File: src/rtl/tff_updown_counter.sv
// Modulo-MODULUS up/down counter built from per-bit toggle stages with parallel load.
// Define GRAY_OUT_EN to add a registered Gray-coded copy of the count (q_gray).
module tff_updown_counter #(
   parameter int unsigned WIDTH   = 4,
   parameter int unsigned MODULUS = 16
) (
   input  logic             clk,
   input  logic             rst,
   input  logic             en,
   input  logic [1:0]       mode,
   input  logic [WIDTH-1:0] load_val,
   output logic [WIDTH-1:0] q,
   output logic [WIDTH-1:0] qbar,
   output logic             tc,
   output logic             wrap,
`ifdef GRAY_OUT_EN
   output logic [WIDTH-1:0] q_gray,
`endif
   output logic             load_err
);

   localparam logic [1:0] MODE_HOLD = 2'b00;
   localparam logic [1:0] MODE_UP   = 2'b01;
   localparam logic [1:0] MODE_DOWN = 2'b10;
   localparam logic [1:0] MODE_LOAD = 2'b11;

   localparam logic [WIDTH-1:0] MAX_Q = WIDTH'(MODULUS - 1);

   generate
      if (WIDTH < 2 || WIDTH > 16 || MODULUS < 2 || MODULUS > (32'd1 << WIDTH)) begin : g_bad_params
         $error("tff_updown_counter: illegal WIDTH/MODULUS combination");
      end
`ifdef GRAY_OUT_EN
      if ((MODULUS & (MODULUS - 1)) != 0) begin : g_bad_gray
         $error("tff_updown_counter: q_gray requires a power-of-two MODULUS");
      end
`endif
   endgenerate

   logic [WIDTH-1:0] t_up;
   logic [WIDTH-1:0] t_down;
   logic [WIDTH-1:0] q_next;
   logic             wrap_next;
   logic             load_err_next;

   // Toggle masks: bit i flips when all lower bits are 1 (up) or all 0 (down)
   always_comb begin
      t_up      = '0;
      t_down    = '0;
      t_up[0]   = 1'b1;
      t_down[0] = 1'b1;
      for (int i = 1; i < int'(WIDTH); i++) begin
         t_up[i]   = t_up[i-1] & q[i-1];
         t_down[i] = t_down[i-1] & ~q[i-1];
      end
   end

   always_comb begin
      q_next        = q;
      wrap_next     = 1'b0;
      load_err_next = 1'b0;
      if (en) begin
         case (mode)
            MODE_UP: begin
               if (q == MAX_Q) begin
                  q_next    = '0;
                  wrap_next = 1'b1;
               end else begin
                  q_next = q ^ t_up;
               end
            end
            MODE_DOWN: begin
               if (q == '0) begin
                  q_next    = MAX_Q;
                  wrap_next = 1'b1;
               end else begin
                  q_next = q ^ t_down;
               end
            end
            MODE_LOAD: begin
               if (32'(load_val) < MODULUS) begin
                  q_next = load_val;
               end else begin
                  q_next        = MAX_Q;
                  load_err_next = 1'b1;
               end
            end
            MODE_HOLD: ;
            default: ;
         endcase
      end
   end

   assign tc = en & (((mode == MODE_UP) & (q == MAX_Q)) | ((mode == MODE_DOWN) & (q == '0)));

   always_ff @(posedge clk) begin
      if (rst) begin
         q        <= '0;
         qbar     <= '1;
         wrap     <= 1'b0;
         load_err <= 1'b0;
      end else begin
         q        <= q_next;
         qbar     <= ~q_next;
         wrap     <= wrap_next;
         load_err <= load_err_next;
      end
   end

`ifdef GRAY_OUT_EN
   always_ff @(posedge clk) begin
      if (rst) q_gray <= '0;
      else     q_gray <= (q_next >> 1) ^ q_next;
   end
`endif

endmodule

File: config.mk
export PLATFORM = sky130hd
export DESIGN_NAME = tff_updown_counter
export DESIGN_NICKNAME = d
export VERILOG_FILES = /design/src/rtl/tff_updown_counter.sv
export SDC_FILE = /design/constraint.sdc
export NUM_CORES = 1
export LEC_CHECK = 0
export ABC_AREA = 1
export CORE_AREA = 2 2 42 44
export DETAILED_ROUTE_END_ITERATION = 6
export DIE_AREA = 0 0 44 46
export PLACE_DENSITY = 0.71
export SLEW_MARGIN = 30
export SYNTH_ARGS = -nofsm -noshare
export SYNTH_HDL_FRONTEND = slang
export SYNTH_SLANG_ARGS = --single-unit
File: constraint.sdc
create_clock -name clk -period 1.21 [get_ports clk]
set_input_delay 0.1815 -clock clk [delete_from_list [all_inputs] [get_ports clk]]
set_output_delay 0.1815 -clock clk [all_outputs]
set_load 0.01 [all_outputs]
# After elaboration in Yosys (flattened, before gate mapping)
# Index checks and enable logic that the tools add are counted.
# classes
eq_ne,4
n_mux,7
bitwise_logic,15
reduce_logical,2
# op_table
op,n
4-bit 2-to-1 mux,3
4-bit one-hot mux with 3 select lines,1
4-bit XOR,2
1-bit bitwise AND,7
2-bit == test (second input constant),2
4-bit == test (second input constant),1
4-bit logical NOT,1
1-bit inverter,4
4-bit inverter,1
2-bit by 1-bit == test with 1-bit output (second input constant),1
1-bit 2-to-1 mux,2
1-bit one-hot mux with 2 select lines,1
2-bit OR reduction,1
1-bit bitwise OR,1
# word_totals
regBits,9

# Depth between registers and ports, before layout
# logic_depth
word_depth,8
mapped_depth,9
ltp_nobuf,9

# Worst setup path after synthesis
# Ideal clock, no wire load.
# synth_timing
path_kind,register to register
start,reg (tool-made name)
end,reg (tool-made name)
arrival_time_ns,1.311
path_slack_ns,-0.214
path_stages_with_launch,9
synth_period_minus_slack_ns,1.424
cell_sequence,dfxtp_1 -> inv_1 -> ha_1 -> ha_1 -> nor2_1 -> a21oi_1 -> nand2_1 -> o21bai_4 -> inv_1

==> PnR_summary.wiki <==
{| class="wikitable"
! Metric !! Value
|-
| Run status || finished, violations left
|-
| Violated checks || setup timing
|-
| Power density of the placed cells || 865 nW/um2
|-
| Remaining antenna violation count || 0
|-
| Switching Share || 0.300
|-
| Port Buffers || 18
|-
| Post-CTS setup repair buffer count || 0
|-
| Remaining Overflow, GRT || 0
|-
| Number of global-route vias before repair || 583
|-
| Combined buffer and inverter count along the critical path || 3
|-
| Worst path slowest cell || sky130_fd_sc_hd__dfxtp_4
|-
| Post-detailed-placement cell area || 936 um2
|-
| Overall die area || 2020 um2
|-
| Sequential element share of the synthesized area || 0.306
|-
| Final cell utilization of the core || 0.628
|-
| Total of flip-flops plus latches after synthesis || 9
|-
| Worst Path Arrival || 1.57 ns
|-
| Smallest setup slack after layout || -0.213 ns
|-
| Die boundary height || 46 um
|-
| Largest net degree at the start of global routing || 8
|-
| Final hold vios || 0
|-
| I/O pin total || 20
|-
| Total number of H-tree levels || 1
|-
| Combinational fraction of design power || 0.360
|-
| Fmax achieved || 703 MHz
|-
| Number of synthesized flops with an enable pin || 0
|-
| Top cells by instance count after synthesis || 17 x sky130_fd_sc_hd__nand2_1, 15 x sky130_fd_sc_hd__inv_1, 9 x sky130_fd_sc_hd__dfxtp_1, 8 x sky130_fd_sc_hd__ha_1
|-
| RSZ-0062 raised after global routing || true
|-
| Unique cell type count in the Yosys netlist || 21
|-
| Cell area after technology mapping || 589 um2
|-
| Slowest Stage Delay on Critical Path || 0.37 ns
|-
| Most common cell in the synthesized netlist || sky130_fd_sc_hd__nand2_1
|-
| Setup violation total in the final timing report || 5
|-
| Fraction of final layout cells with drive strength greater than 1 || 0.435
|-
| Cells after Synth || 78
|-
| Total wire length || 1400 um
|-
| Hold-fix buffers at CTS || 0
|-
| Core region area || 1610 um2
|-
| Residual DRC || 0
|-
| Path class of the lowest-slack min-delay path || in2reg
|-
| Fill cells || 146
|-
| Proportion of synthesized flip-flops having asynchronous set or reset || 0
|-
| Yosys top cell area share || 0.306
|-
| Part of the power in registers || 0.387
|-
| Worst voltage drop across the vdd grid || 0.739 mV
|-
| CP Class || reg2reg
|-
| Largest area contributor in the netlist || sky130_fd_sc_hd__dfxtp_1
|-
| TritonCTS clock tree || built
|-
| Count of antenna diodes in the layout || 0
|-
| Mean cell area of the mapped netlist || 7.56 um2
|-
| Maximum buffer depth of the clock tree || 2
|-
| Setup crit start kind || flop
|-
| Final design area excluding fillers || 1010 um2
|-
| Number of maximum-capacitance violations || 0
|-
| Skew-Pair Late Insertion Delay || 0.26 ns
|-
| Syn nets || 95
|-
| P_sw || 263 uW
|-
| Critical path capture point type || flop
|-
| Critical path required time || 1.36 ns
|-
| Family with the most delay on the worst path || adder cells
|-
| Worst setup skew after layout || 0.000235 ns
|-
| Number of nets at the end of the flow || 133
|-
| Leakage power total || 0.486 nW
|-
| Maximum net fanout on the critical path || 3
|-
| Most used flip-flop cell after synthesis || sky130_fd_sc_hd__dfxtp_1
|-
| Overall fraction of global-route tracks in use || 0.165
|-
| Max-slew violation count || 0
|-
| CTS root buffer || sky130_fd_sc_hd__clkbuf_4
|-
| Cell-by-cell trace of the critical path || inv_2 > ha_4 > buf_6 > ha_4 > nor2_4 > a21oi_2 > nand2_2 > o21bai_4 > inv_1
|-
| Final GP Congestion || 0.745
|-
| First DRT Iteration DRCs || 5
|-
| First-pass iteration count of the detailed router || 2
|-
| Final period utilization || 1.18
|-
| First-pass GRT wire length || 2330 um
|-
| Post-route minimum period || 1.42 ns
|-
| Most prevalent standard cell on the critical path || sky130_fd_sc_hd__ha_4
|-
| Internal power consumption || 614 uW
|-
| Post-detail-place hpwl || 1120 um
|-
| Initial antenna violation count || 0
|-
| Routed len/inst || 10.6 um
|-
| Most area-consuming cells after synthesis || sky130_fd_sc_hd__dfxtp_1 31%, sky130_fd_sc_hd__ha_1 17%, sky130_fd_sc_hd__nand2_1 11%
|-
| Vias || 606
|-
| Total of warnings raised by yosys || 0
|-
| CTS sink count || 9
|-
| Via count normalized by instance count || 4.59
|-
| Die Width || 44 um
|-
| Fraction of power consumed by the clock network || 0.253
|-
| Area Growth Syn to Fin || 72.0%
|-
| Clock transition at path regs || 0.05 ns
|-
| TritonCTS Buffers || 3
|-
| Initial core utilization || 0.365
|-
| Count of standard-cell rows || 15
|}
==> cell families after synthesis <==
kind of cell	Yosys count	share of synthesized area
and+or+nand+nor	30	0.238
AOI/OAI and AO/OA	13	0.166
other	1	0.00636
DFF	9	0.306
buffers and inverters	17	0.115
adders and majority gates	8	0.170
==> worst paths after layout <==
path	cells past startpoint	end	start	slack [ns]
worst max-delay path	9	flop	flop	-0.21
worst min-delay path	6	wrap	mode[1]	0.48
worst max register to register	9	flop	flop	-0.21
worst min register to register	2	qbar[1]	q[1]	0.63
==> layer usage <==
layer,up-vias,wire [um],global-route usage
li1,317,-,-
met1,268,563,0.165
met2,17,733,0.303
met4,0,23,0.0727
met5,-,0,0
met3,4,82,0.0635
==> final cells by class <==
type	instances	area, um2	share of cell area
multi-input cells	52	428	0.422
flip-flops and latches	9	190	0.188
inverters	16	62.6	0.0617
clock buffers	4	26.3	0.0259
well taps	17	21.3	0.0210
repair buffers	34	285	0.281
==> layout by cell type (no fill, tap or decap), types with 4 or more instances in the layout <==
cell type / n
sky130_fd_sc_hd__inv_1: 12
sky130_fd_sc_hd__buf_4: 13
sky130_fd_sc_hd__nand2_1: 14
sky130_fd_sc_hd__ha_4: 4
sky130_fd_sc_hd__nand3_2: 4
sky130_fd_sc_hd__dfxtp_1: 5
sky130_fd_sc_hd__dlygate4sd2_1: 5
sky130_fd_sc_hd__o21ai_0: 4
sky130_fd_sc_hd__clkdlybuf4s50_1: 6
sky130_fd_sc_hd__ha_1: 4
==> worst reg2reg max path, stage by stage, from the launching register on <==
cell and delay [ns]:
sky130_fd_sc_hd__dfxtp_4 0.37, sky130_fd_sc_hd__inv_2 0.05, sky130_fd_sc_hd__ha_4 0.16, sky130_fd_sc_hd__buf_6 0.11, sky130_fd_sc_hd__ha_4 0.26, sky130_fd_sc_hd__nor2_4 0.03
sky130_fd_sc_hd__a21oi_2 0.11, sky130_fd_sc_hd__nand2_2 0.07, sky130_fd_sc_hd__o21bai_4 0.11, sky130_fd_sc_hd__inv_1 0.05
==> repair_timing <==
| action | 4_1_cts | 5_1_grt |
|---|---|---|
| pin swaps | 9 | 6 |
| endpoints found under the setup margin | 19 | 11 |
| endpoints found under the hold margin | 0 | 0 |
| gates resized for setup | 28 | 18 |
==> through the flow <==
step / hold WS (ns) / power [mW] / setup slack (ns) / setup TNS, ns / cells
after floorplan: 0.325 / 0.492 / -0.0994 / -0.118 / 78
after global placement: 0.593 / 0.630 / -0.702 / -4.67 / 128
after detailed placement: 0.601 / 0.638 / -0.738 / -5.14 / 128
after CTS: 0.592 / 0.866 / -0.239 / -0.787 / 132
after global routing: 0.554 / 0.941 / -0.300 / -1.16 / 132
final: 0.485 / 0.877 / -0.213 / -0.689 / 132
==> power groups by stage <==
stage	Clock, mW	Combinational (mW)	Sequential (mW)
floorplan	0	0.137	0.355
global placement	0	0.290	0.340
detailed placement	0	0.297	0.341
CTS	0.233	0.295	0.338
global route	0.247	0.352	0.342
finish	0.222	0.316	0.339
Power figures use the tool's default switching activity.
